**config.mk**
```make
export PLATFORM = sky130hd
export DESIGN_NAME = operand_fetch_flat
export DESIGN_NICKNAME = d
export VERILOG_FILES = /design/src/rtl/operand_pkg.sv /design/src/rtl/operand_fetch_if.sv /design/src/rtl/operand_fifo.sv /design/src/rtl/operand_fetch.sv /design/src/flat_wrapper.sv
export SDC_FILE = /design/constraint.sdc
export NUM_CORES = 1
export LEC_CHECK = 0
export CORE_MARGIN = 5
export CORE_UTILIZATION = 35
export CTS_BUF_LIST = sky130_fd_sc_hd__clkbuf_4 sky130_fd_sc_hd__clkbuf_8 sky130_fd_sc_hd__clkbuf_16
export DETAILED_ROUTE_END_ITERATION = 8
export SYNTH_ARGS = -nofsm -noshare
export SYNTH_HDL_FRONTEND = slang
export SYNTH_SLANG_ARGS = --single-unit
export TNS_END_PERCENT = 1
```
**constraint.sdc**
```tcl
create_clock -name Clk -period 8.5 [get_ports Clk]
set_input_delay 0.85 -clock Clk [delete_from_list [all_inputs] [get_ports Clk]]
set_output_delay 0.85 -clock Clk [all_outputs]
set_load 0.01 [all_outputs]
```
**src/rtl/operand_pkg.sv**
```systemverilog
// Shared definitions for the operand SRAM path: widths, sequencer states and
// the SRAM read/write encoding used by the loader, the fetcher and the datapath.
package operand_pkg;

    localparam int A_WIDTH = 15;
    localparam int D_WIDTH = 8;

    typedef enum logic [1:0] {
        IDLE,
        FETCH,
        DRAIN,
        FINISH
    } state_e;

    localparam logic SRAM_READ = 1'b0;

endpackage

```
**src/rtl/operand_fetch_if.sv**
```systemverilog
// SRAM read port plus the valid/ready operand stream driven by operand_fetch.
// master = the fetcher; slave = the SRAM model and downstream consumer.
interface operand_fetch_if #(
    parameter int A_WIDTH = operand_pkg::A_WIDTH,
    parameter int D_WIDTH = operand_pkg::D_WIDTH
);
    logic [A_WIDTH-1:0] Sram_Addr;
    logic               Sram_En;
    logic               Sram_RW;
    logic [D_WIDTH-1:0] Sram_Data;
    logic [D_WIDTH-1:0] Op_Data;
    logic               Op_Valid;
    logic               Op_Ready;

    modport master (
        output Sram_Addr, Sram_En, Sram_RW,
        input  Sram_Data,
        output Op_Data, Op_Valid,
        input  Op_Ready
    );

    modport slave (
        input  Sram_Addr, Sram_En, Sram_RW,
        output Sram_Data,
        input  Op_Data, Op_Valid,
        output Op_Ready
    );
endinterface

```
**src/rtl/operand_fifo.sv**
```systemverilog
// Synchronous DEPTH x WIDTH FIFO with occupancy count; DEPTH must be a power of two.
module operand_fifo #(
    parameter int DEPTH = 4,
    parameter int WIDTH = 8
) (
    input  logic                   Clk,
    input  logic                   Rst,
    input  logic                   push,
    input  logic                   pop,
    input  logic [WIDTH-1:0]       din,
    output logic [WIDTH-1:0]       dout,
    output logic [$clog2(DEPTH):0] count,
    output logic                   empty,
    output logic                   full
);
    localparam int PTR_W = $clog2(DEPTH);

    logic [WIDTH-1:0] mem_q [DEPTH];
    logic [PTR_W-1:0] wr_ptr_q, wr_ptr_d;
    logic [PTR_W-1:0] rd_ptr_q, rd_ptr_d;
    logic [PTR_W:0]   count_q, count_d;
    logic             do_push, do_pop;

    assign do_push = push & ~full;
    assign do_pop  = pop & ~empty;

    always_comb begin
        wr_ptr_d = wr_ptr_q;
        rd_ptr_d = rd_ptr_q;
        count_d  = count_q;
        if (do_push) wr_ptr_d = wr_ptr_q + PTR_W'(1);
        if (do_pop)  rd_ptr_d = rd_ptr_q + PTR_W'(1);
        case ({do_push, do_pop})
            2'b10:   count_d = count_q + (PTR_W+1)'(1);
            2'b01:   count_d = count_q - (PTR_W+1)'(1);
            default: count_d = count_q;
        endcase
    end

    always_ff @(posedge Clk or negedge Rst) begin
        if (!Rst) begin
            wr_ptr_q <= '0;
            rd_ptr_q <= '0;
            count_q  <= '0;
        end else begin
            wr_ptr_q <= wr_ptr_d;
            rd_ptr_q <= rd_ptr_d;
            count_q  <= count_d;
        end
    end

    // NOTE: the storage array has no reset; only pointers and count do, so it maps to plain RAM/regs.
    always_ff @(posedge Clk) begin
        if (do_push) mem_q[wr_ptr_q] <= din;
    end

    assign dout  = mem_q[rd_ptr_q];
    assign count = count_q;
    assign empty = (count_q == '0);
    assign full  = (count_q == (PTR_W+1)'(DEPTH));

endmodule

```
**src/rtl/operand_fetch.sv**
```systemverilog
// Read sequencer: issues Length byte reads from Base_Addr, absorbs the one-cycle
// SRAM latency and returns the bytes in order on a backpressured stream.
module operand_fetch #(
    parameter int A_WIDTH    = operand_pkg::A_WIDTH,
    parameter int D_WIDTH    = operand_pkg::D_WIDTH,
    parameter int FIFO_DEPTH = 4
) (
    input  logic               Clk,
    input  logic               Rst,
    input  logic               Start,
    input  logic [A_WIDTH-1:0] Base_Addr,
    input  logic [A_WIDTH:0]   Length,
    output logic               Busy,
    output logic               Done,
    operand_fetch_if.master    bus
);
    import operand_pkg::*;

    localparam int CNT_W = $clog2(FIFO_DEPTH) + 1;
    localparam int SUM_W = CNT_W + 1;
    localparam logic [A_WIDTH:0] LEN_ONE = (A_WIDTH+1)'(1);

    state_e             state_q, state_d;
    logic [A_WIDTH:0]   rem_q, rem_d;
    logic [A_WIDTH:0]   acc_q, acc_d;
    logic [A_WIDTH-1:0] addr_q, addr_d;
    logic [A_WIDTH-1:0] sram_addr_q, sram_addr_d;
    logic               sram_en_q, sram_en_d;
    logic               rd_pending_q, rd_pending_d;
    logic               busy_q, busy_d;
    logic               done_q, done_d;

    logic [D_WIDTH-1:0] fifo_head;
    logic [CNT_W-1:0]   fifo_count;
    logic               fifo_empty, fifo_full;
    logic               handshake;
    logic [1:0]         inflight;
    logic               can_issue;

    operand_fifo #(.DEPTH(FIFO_DEPTH), .WIDTH(D_WIDTH)) u_fifo (
        .Clk   (Clk),
        .Rst   (Rst),
        .push  (rd_pending_q & ~fifo_full),
        .pop   (handshake),
        .din   (bus.Sram_Data),
        .dout  (fifo_head),
        .count (fifo_count),
        .empty (fifo_empty),
        .full  (fifo_full)
    );

    assign handshake = ~fifo_empty & bus.Op_Ready;
    // Reads on the SRAM bus or in its return cycle still own a FIFO slot; a pop this cycle frees nothing yet.
    assign inflight  = {1'b0, sram_en_q} + {1'b0, rd_pending_q};
    assign can_issue = (SUM_W'(fifo_count) + SUM_W'(inflight)) < SUM_W'(FIFO_DEPTH);

    always_comb begin
        // NOTE: every _d takes its hold value first, so no branch can leave it unassigned and infer a latch.
        state_d      = state_q;
        rem_d        = rem_q;
        acc_d        = acc_q;
        addr_d       = addr_q;
        sram_en_d    = 1'b0;
        sram_addr_d  = '0;
        rd_pending_d = sram_en_q;
        busy_d       = busy_q;
        done_d       = 1'b0;

        if (handshake) acc_d = acc_q - LEN_ONE;

        case (state_q)
            IDLE: begin
                if (Start) begin
                    busy_d = 1'b1;
                    acc_d  = Length;
                    if (Length == '0) begin
                        state_d = FINISH;
                        done_d  = 1'b1;
                    end else begin
                        // The first read goes out on the Start edge itself, giving the 3-cycle latency.
                        sram_en_d   = 1'b1;
                        sram_addr_d = Base_Addr;
                        addr_d      = Base_Addr + A_WIDTH'(1);
                        rem_d       = Length - LEN_ONE;
                        state_d     = (Length == LEN_ONE) ? DRAIN : FETCH;
                    end
                end
            end
            FETCH: begin
                if (can_issue) begin
                    sram_en_d   = 1'b1;
                    sram_addr_d = addr_q;
                    addr_d      = addr_q + A_WIDTH'(1);
                    rem_d       = rem_q - LEN_ONE;
                    if (rem_q == LEN_ONE) state_d = DRAIN;
                end
            end
            DRAIN: begin
                if (handshake && acc_q == LEN_ONE) begin
                    state_d = FINISH;
                    done_d  = 1'b1;
                end
            end
            FINISH: begin
                state_d = IDLE;
                busy_d  = 1'b0;
            end
            default: state_d = IDLE;
        endcase
    end

    // NOTE: sequential state uses non-blocking assignments so every flop samples pre-edge values.
    always_ff @(posedge Clk or negedge Rst) begin
        if (!Rst) begin
            state_q      <= IDLE;
            rem_q        <= '0;
            acc_q        <= '0;
            addr_q       <= '0;
            sram_addr_q  <= '0;
            sram_en_q    <= 1'b0;
            rd_pending_q <= 1'b0;
            busy_q       <= 1'b0;
            done_q       <= 1'b0;
        end else begin
            state_q      <= state_d;
            rem_q        <= rem_d;
            acc_q        <= acc_d;
            addr_q       <= addr_d;
            sram_addr_q  <= sram_addr_d;
            sram_en_q    <= sram_en_d;
            rd_pending_q <= rd_pending_d;
            busy_q       <= busy_d;
            done_q       <= done_d;
        end
    end

    assign Busy          = busy_q;
    assign Done          = done_q;
    assign bus.Sram_Addr = sram_addr_q;
    assign bus.Sram_En   = sram_en_q;
    assign bus.Sram_RW   = SRAM_READ;
    assign bus.Op_Valid  = ~fifo_empty;
    // The unreset FIFO array is masked so Op_Data reads 0 whenever nothing is buffered.
    assign bus.Op_Data   = fifo_empty ? '0 : fifo_head;

endmodule
```
**src/flat_wrapper.sv**
```systemverilog
// flat-port wrapper written by rule: the top's interface ports become plain ports
module operand_fetch_flat import operand_pkg::*;
#(
    parameter int A_WIDTH    = operand_pkg::A_WIDTH,
    parameter int D_WIDTH    = operand_pkg::D_WIDTH,
    parameter int FIFO_DEPTH = 4
)
  (Clk, Rst, Start, Base_Addr, Length, Busy, Done, bus_Sram_Addr, bus_Sram_En, bus_Sram_RW, bus_Sram_Data, bus_Op_Data, bus_Op_Valid, bus_Op_Ready);
  operand_fetch_if #(.A_WIDTH(A_WIDTH), .D_WIDTH(D_WIDTH)) bus_i ();
  input  logic Clk;
  input  logic Rst;
  input  logic Start;
  input  logic [A_WIDTH-1:0] Base_Addr;
  input  logic [A_WIDTH:0] Length;
  output logic Busy;
  output logic Done;
  output wire logic [$bits(bus_i.Sram_Addr)-1:0] bus_Sram_Addr;
  output wire logic [$bits(bus_i.Sram_En)-1:0] bus_Sram_En;
  output wire logic [$bits(bus_i.Sram_RW)-1:0] bus_Sram_RW;
  input wire logic [$bits(bus_i.Sram_Data)-1:0] bus_Sram_Data;
  output wire logic [$bits(bus_i.Op_Data)-1:0] bus_Op_Data;
  output wire logic [$bits(bus_i.Op_Valid)-1:0] bus_Op_Valid;
  input wire logic [$bits(bus_i.Op_Ready)-1:0] bus_Op_Ready;
  assign bus_Sram_Addr = bus_i.Sram_Addr;
  assign bus_Sram_En = bus_i.Sram_En;
  assign bus_Sram_RW = bus_i.Sram_RW;
  assign bus_i.Sram_Data = bus_Sram_Data;
  assign bus_Op_Data = bus_i.Op_Data;
  assign bus_Op_Valid = bus_i.Op_Valid;
  assign bus_i.Op_Ready = bus_Op_Ready;
  operand_fetch #(.A_WIDTH(A_WIDTH), .D_WIDTH(D_WIDTH), .FIFO_DEPTH(FIFO_DEPTH)) u_core (.Clk(Clk), .Rst(Rst), .Start(Start), .Base_Addr(Base_Addr), .Length(Length), .Busy(Busy), .Done(Done), .bus(bus_i));
endmodule
```
=== Word level (Yosys, flattened, before mapping) ===
Memory sizes are Yosys's and may differ from the RTL's.
Cells that the tools add are included.

* Memories: 1
* Bits in registers: 75
* Input bits: 43
* Logic and storage cells: 91
* RAM bits: 32

* Muxes and demuxes: 36
* Add/subtract/negate cells: 11
* Eq/ne operators: 14
* Reductions and logical operators: 10
* $lt $le $gt $ge: 1
* Bitwise operators: 6

{| class="wikitable"
|+ Memory list
! name !! words !! width !! rd ports !! clocked after memory_dff !! write ports !! line !! RTL
|-
| u_core.u_fifo.mem_q || 4 || 8 || 1 || 0 || 1 || operand_fifo.sv:18 || <nowiki>logic [WIDTH-1:0] mem_q [DEPTH];</nowiki>
|}

{| class="wikitable"
|+ Operators with widths
! kind !! number
|-
| 16-bit two-way mux || 6
|-
| 15-bit two-way mux || 6
|-
| 15-bit case mux with 2 select lines || 2
|-
| 16-bit by 1-bit equality test with 1-bit output, second input constant || 3
|-
| 16-bit by 1-bit subtractor with 16-bit output, second input constant || 3
|-
| 16-bit case mux with 2 select lines || 1
|-
| 15-bit by 1-bit adder with 15-bit output, second input constant || 2
|-
| 16-bit logical NOT || 1
|-
| 2-bit two-way mux || 6
|-
| 1-bit two-way mux || 9
|-
| 8-bit two-way mux || 1
|-
| 2-bit case mux with 4 select lines || 1
|-
| 4-bit AND reduction || 2
|-
| 2-bit equality test, second input constant || 3
|-
| 2-bit by 1-bit != test with 1-bit output, second input constant || 3
|-
| 1-bit case mux with 2 select lines || 3
|-
| 3-bit case mux with 2 select lines || 1
|-
| 2-bit nonzero test || 3
|-
| 2-bit by 1-bit adder with 2-bit output, second input constant || 2
|-
| 3-bit by 2-bit adder with 4-bit output || 1
|-
| 1-bit AND || 4
|-
| 2-bit by 1-bit equality test with 1-bit output, second input constant || 2
|-
| 4-bit by 3-bit < comparator with 1-bit output, second input constant || 1
|-
| 2-bit != test, second input constant || 2
|-
| other kinds (9) || 10
|}

=== Depth between registers and ports, before layout ===
* Word-level depth: 6
* Depth in mapped cells: 14
* Depth with buffers taken out: 10

=== Hierarchy ===
Synthesis repeated with hierarchy kept, for this count alone.

* Cells, all modules: 583
* Area, all modules: 6123.4 um2

{| class="wikitable"
|+ By module, submodules not included
! module !! times used !! sequential area each (um2) !! area an instance (um2) !! cells each
|-
| operand_fetch || 1 || 1701.6 || 4539.4 || 503
|-
| operand_fifo || 1 || 1136.1 || 1584.0 || 80
|}

=== Worst setup path after synthesis ===
No wires, ideal clock.

* Path kind: reg2reg
* Start: reg u_core.state_q[1]
* End: reg u_core.addr_q[14]
* Data arrival time: 3364 ps
* Path buffers: 4
* Setup slack: 5059 ps
* Required time: 8422 ps
* Stages on the path, launching flop included: 14
* Library setup time: 78 ps
* Cells stage by stage: dfrtp_1 > inv_1 > ha_1 > clkbuf_1 > clkbuf_1 > clkbuf_1 > clkbuf_1 > mux2_2 > ha_1 > inv_1 > a2111oi_0 > nand4_1 > mux2_2 > a21oi_1

* Cells in the longest elaborated chain, start to end: 3
* Elaborated cells on any way between the ends: 8
* Classes of those cells: eq/ne (4); mux (1); reduce/logical (3)

{| class="wikitable"
|+ RTL lines
! item !! line !! RTL
|-
| from (decl) || operand_fetch.sv:23 || <nowiki>state_e state_q, state_d;</nowiki>
|-
| from (signal assigned) || operand_fetch.sv:125 || <nowiki>state_q <= state_d;</nowiki>
|-
| 2-bit by 1-bit equality test with 1-bit output or 2-bit logical NOT (tied branches) || operand_fetch.sv:71 || <nowiki>case (state_q)</nowiki>
|-
| 2-bit by 1-bit != test with 1-bit output (no source line) (tied with other cells) || n/a ||
|-
| 4-bit AND reduction (no source line) || n/a ||
|-
| to (signal assigned) || operand_fetch.sv:128 || <nowiki>addr_q <= addr_d;</nowiki>
|-
| to (decl) || operand_fetch.sv:26 || <nowiki>logic [A_WIDTH-1:0] addr_q, addr_d;</nowiki>
|}

Parallel ways exist; a longest one is shown, timed or not.
A chain may end at the register's enable or synchronous reset.

=== Worst setup path in the final report ===
* Start: in Length[0]
* End: reg u_core.rem_q[5]

* Cells in the longest elaborated chain, start to end: 4
* Elaborated cells on any way between the ends: 7
* Classes of those cells: add/sub (1); eq/ne (1); mux (3); reduce/logical (2)

{| class="wikitable"
|+ RTL lines
! item !! line !! RTL
|-
| from (decl) || flat_wrapper.sv:14 || <nowiki>input logic [A_WIDTH:0] Length;</nowiki>
|-
| 16-bit by 1-bit subtractor with 16-bit output || operand_fetch.sv:84 || <nowiki>rem_d = Length - LEN_ONE;</nowiki>
|-
| 16-bit two-way mux || operand_fetch.sv:76 || <nowiki>if (Length == '0) begin</nowiki>
|-
| 16-bit two-way mux || operand_fetch.sv:73 || <nowiki>if (Start) begin</nowiki>
|-
| 16-bit case mux with 2 select lines || operand_fetch.sv:71 ||
|-
| to (signal assigned) || operand_fetch.sv:126 || <nowiki>rem_q <= rem_d;</nowiki>
|-
| to (decl) || operand_fetch.sv:24 || <nowiki>logic [A_WIDTH:0] rem_q, rem_d;</nowiki>
|}

Parallel ways exist; a longest one is shown, timed or not. The select of a mux whose other input is x is not followed.

==> results_dict.tcl <==
set metrics [dict create \
    status "finished clean" \
    post-cts-setup-buffers 0 \
    remaining_drc_errors 0 \
    slew_headroom_pct 34.9 \
    wl_met1_um 6460 \
    ctsHoldBuffers 0 \
    synth_top_family_by_area "simple AND/OR/NAND/NOR gates" \
    syn_area_per_cell_um2 10.3 \
    die_w_um 140 \
    synthMuxAreaShare_pct 6.27 \
    gr-usage-all-layers_pct 14.8 \
    dr.max_layer_used "met4" \
    cts_root_buf "clkbuf_16" \
    clockBufferDepth 2 \
    end_kind "flip-flop" \
    tightest_slew_ns 0.969 \
    post_cts_resize_count 0 \
    num_io_pins 71 \
    synthDistinctLibCells 56 \
    synth_top_area_cell "dfrtp_1" \
    rows 47 \
    critical_path_class "input port to flip-flop" \
    synth_seq_cells 107 \
    cts.sinks 107 \
    final-seq-area_um2 2840 \
    setup_viol 0 \
    syn_nets 639 \
    multi_input_area_um2 2880 \
    overflow 0 \
    dp_hpwl_um 9980 \
    grt_pass1_wl_um 23600 \
    clk_latency_ns 0.36 \
    synth_edf_count 32 \
    final_nets 693 \
    via_per_inst 5.26 \
    fin_util_pct 42.7 \
    worstHoldPathType "flip-flop to flip-flop" \
    grt_pass1_vias 4589 \
    io_buffers 69 \
    fillers 1573 \
    switching_share_pct 39.5 \
    yosys-top-cells-area "dfrtp_1, edfxtp_1, ha_1, a21oi_1, xnor2_1" \
    ys_async_sr_fraction_pct 70.1 \
    drive_gt1_share_pct 6.92 \
    cts_max_level 3 \
    clkPwrFrac_pct 17.1 \
    wl_met3_um 612 \
    cts_tree "built" \
    min_path_cells 0 \
    start_kind "input port" \
    cap_viol_max_count 0 \
    grt_max_degree 76 \
    synthToLayoutAreaGrowth_pct 19.4 \
    die-area_um2 19600 \
    clk_pin_slew_ns 0.07 \
    ys.flop_type "dfrtp_1" \
    route.vias.total 4501 \
    fin_setup_tns_ns 0 \
    finalHoldViolCount 0 \
    rsz0062_at_grt "no" \
    drt_pass1_iterations 5 \
    finalCritPeriodShare_pct 47.5 \
    avgRoutedWirePerCell_um 16.6 \
    wl_met2_um 6960 \
    min_period_ns 4.04 \
    wl_um 14200 \
    final_max_slew_viol_count 0 \
    synth_xor_xnor_area_share_pct 7.10 \
    cp_max_fo 21 \
    synth_compound_area_share_pct 14.7 \
    r2r_slack_ns 5.25 \
    timing.fmax_mhz 248 \
    detail-route-antenna-nets 0 \
    core_area_um2 16600 \
    netlist_instances 577 \
    yosys.area_share.simple_pct 16.2 \
    crit_arrival_ns 4.28 \
    cp_data_required_time_ns 8.75 \
    gp_congestion 0.865 \
    switchingPower_uw 951 \
    antenna_found_initial 0 \
    ir_drop_v 0.000153 \
    seq_area_frac_synth_pct 47.9 \
    comb_power_share_pct 44.5 \
    p_leak_uw 0.00269 \
    synth_top_area_share_pct 31.7 \
    internal_power_uw 1460 \
    finClkSkew_ns 0.00818 \
    cts_buffers 9 \
    dieHeight_um 140 \
    initialDrtViolationCount 418 \
    start_util_pct 35.7 \
    diodes 0 \
    yosys_warnings 0 \
    synthAdderAreaFrac_pct 4.14 \
    reg2reg_depth 10 \
    power_density_nw_per_um2 340 \
    syn_area_um2 5920 \
    seq_power_share_pct 38.5 \
]
-- registers in the layout (all words and copies together), names as in the netlist --
name / flops
u_core.u_fifo.rd_ptr_q: 2
u_core.state_q: 2
u_core.acc_q: 16
u_core.u_fifo.wr_ptr_q: 2
u_core.Busy: 1
u_core.bus.Sram_En: 1
u_core.u_fifo.mem_q: 32
u_core.rem_q: 16
u_core.Done: 1
u_core.u_fifo.count: 3
u_core.rd_pending_q: 1
u_core.addr_q: 15
u_core.bus.Sram_Addr: 15
-- synthesized netlist by cell type (all sizes together) (3+ instances only) --
library cell and count:
clkbuf 19, xnor2 24, nor4 6, and2 10
a21oi 42, mux2i 9, o21ai 32, dfrtp 75
o31ai 3, nor3b 4, nor3 20, or4 7
nand3b 3, nand4 4, or3 4, nor2 46
o22ai 19, a22o 15, and3 3, a22oi 3
ha 18, nand2 34, nor2b 10, xor2 24
edfxtp 32, mux4 8, mux2 9, buf 9
o211ai 4, inv 25, a21o 3, nand3 24
nand4b 5
-- cell usage in the layout, fill, tap and decap left out, drive strengths merged, types with 10 or more instances in the layout --
cell type and n:
ha 18, nand3 24, o22ai 19, inv 30, xor2 24, clkdlybuf4s50 68, nor3 20, a21oi 42
edfxtp 32, nand2 34, and2 10, nor2b 10, xnor2 24, dfrtp 75, a22o 15, clkbuf 10
nor2 46, o21ai 32
-- worst max-delay path, cell delays in order --
cell             delay, ns
clkdlybuf4s50_1       0.48
inv_1                 0.14
ha_1                  0.19
or4b_1                0.42
or4_1                 0.56
and2_1                0.50
nand2_1               0.72
nor2_1                0.13
a221o_1               0.28
-- cell families (layout without fill, tap and decap cells) --
family / Yosys count / after routing
and+or+nand+nor: 187 / 187
AOI/OAI and AO/OA: 136 / 136
adders and majority gates: 19 / 19
buffers and inverters: 53 / 112
DFF: 107 / 107
xor gates and xnor gates: 48 / 48
other: 1 / 1
muxes: 26 / 26
-- per-stage QoR --
step           worst slack (ns)  instance area [um^2]  power, uW  std cells  hold slack [ns]
6_report                   4.46                  7070       2410        856            0.414
4_1_cts                    4.44                  7070       2440        856            0.421
3_5_place_dp               4.07                  6790       2020        840            0.401
3_3_place_gp               4.14                  6790       1970        840            0.399
2_1_floorplan              5.06                  5920       1660        577            0.440
5_1_grt                    4.23                  7070       2600        856            0.441
-- final timing paths --
path                                         start                   to
worst max-delay path                     Length[0]      u_core.rem_q[5]
worst min-delay path            u_core.bus.Sram_En  u_core.rd_pending_q
worst max register to register   u_core.state_q[1]    u_core.addr_q[14]
worst min register to register  u_core.bus.Sram_En  u_core.rd_pending_q
max in group asynchronous                      Rst     u_core.acc_q[12]
min in group asynchronous                      Rst     u_core.addr_q[7]
-- power groups by stage --
| stage | clock (uW) | sequential (uW) | combinational (uW) |
|---|---|---|---|
| floorplan | 0 | 885 | 771 |
| global placement | 0 | 925 | 1050 |
| detailed placement | 0 | 938 | 1080 |
| CTS | 422 | 929 | 1090 |
| global route | 444 | 959 | 1200 |
| finish | 412 | 926 | 1070 |
-- layer usage --
layer / vias to the layer above / track usage [%]
met4: 0 / 5.10
met5: - / 0
met2: 85 / 24.6
li1: 2204 / -
met3: 12 / 2.83
met1: 2200 / 19.4
-- cell type report --
class                      count  share of cell area, %
clock buffer                  10                   3.29
clock inverter                 6                  0.761
inverter                      25                   1.33
multi-input combinational    417                   40.7
sequential                   107                   40.1
tap                          220                   3.89
timing repair buffer          71                   9.94
Note: power is estimated with default switching activity, not from simulation.
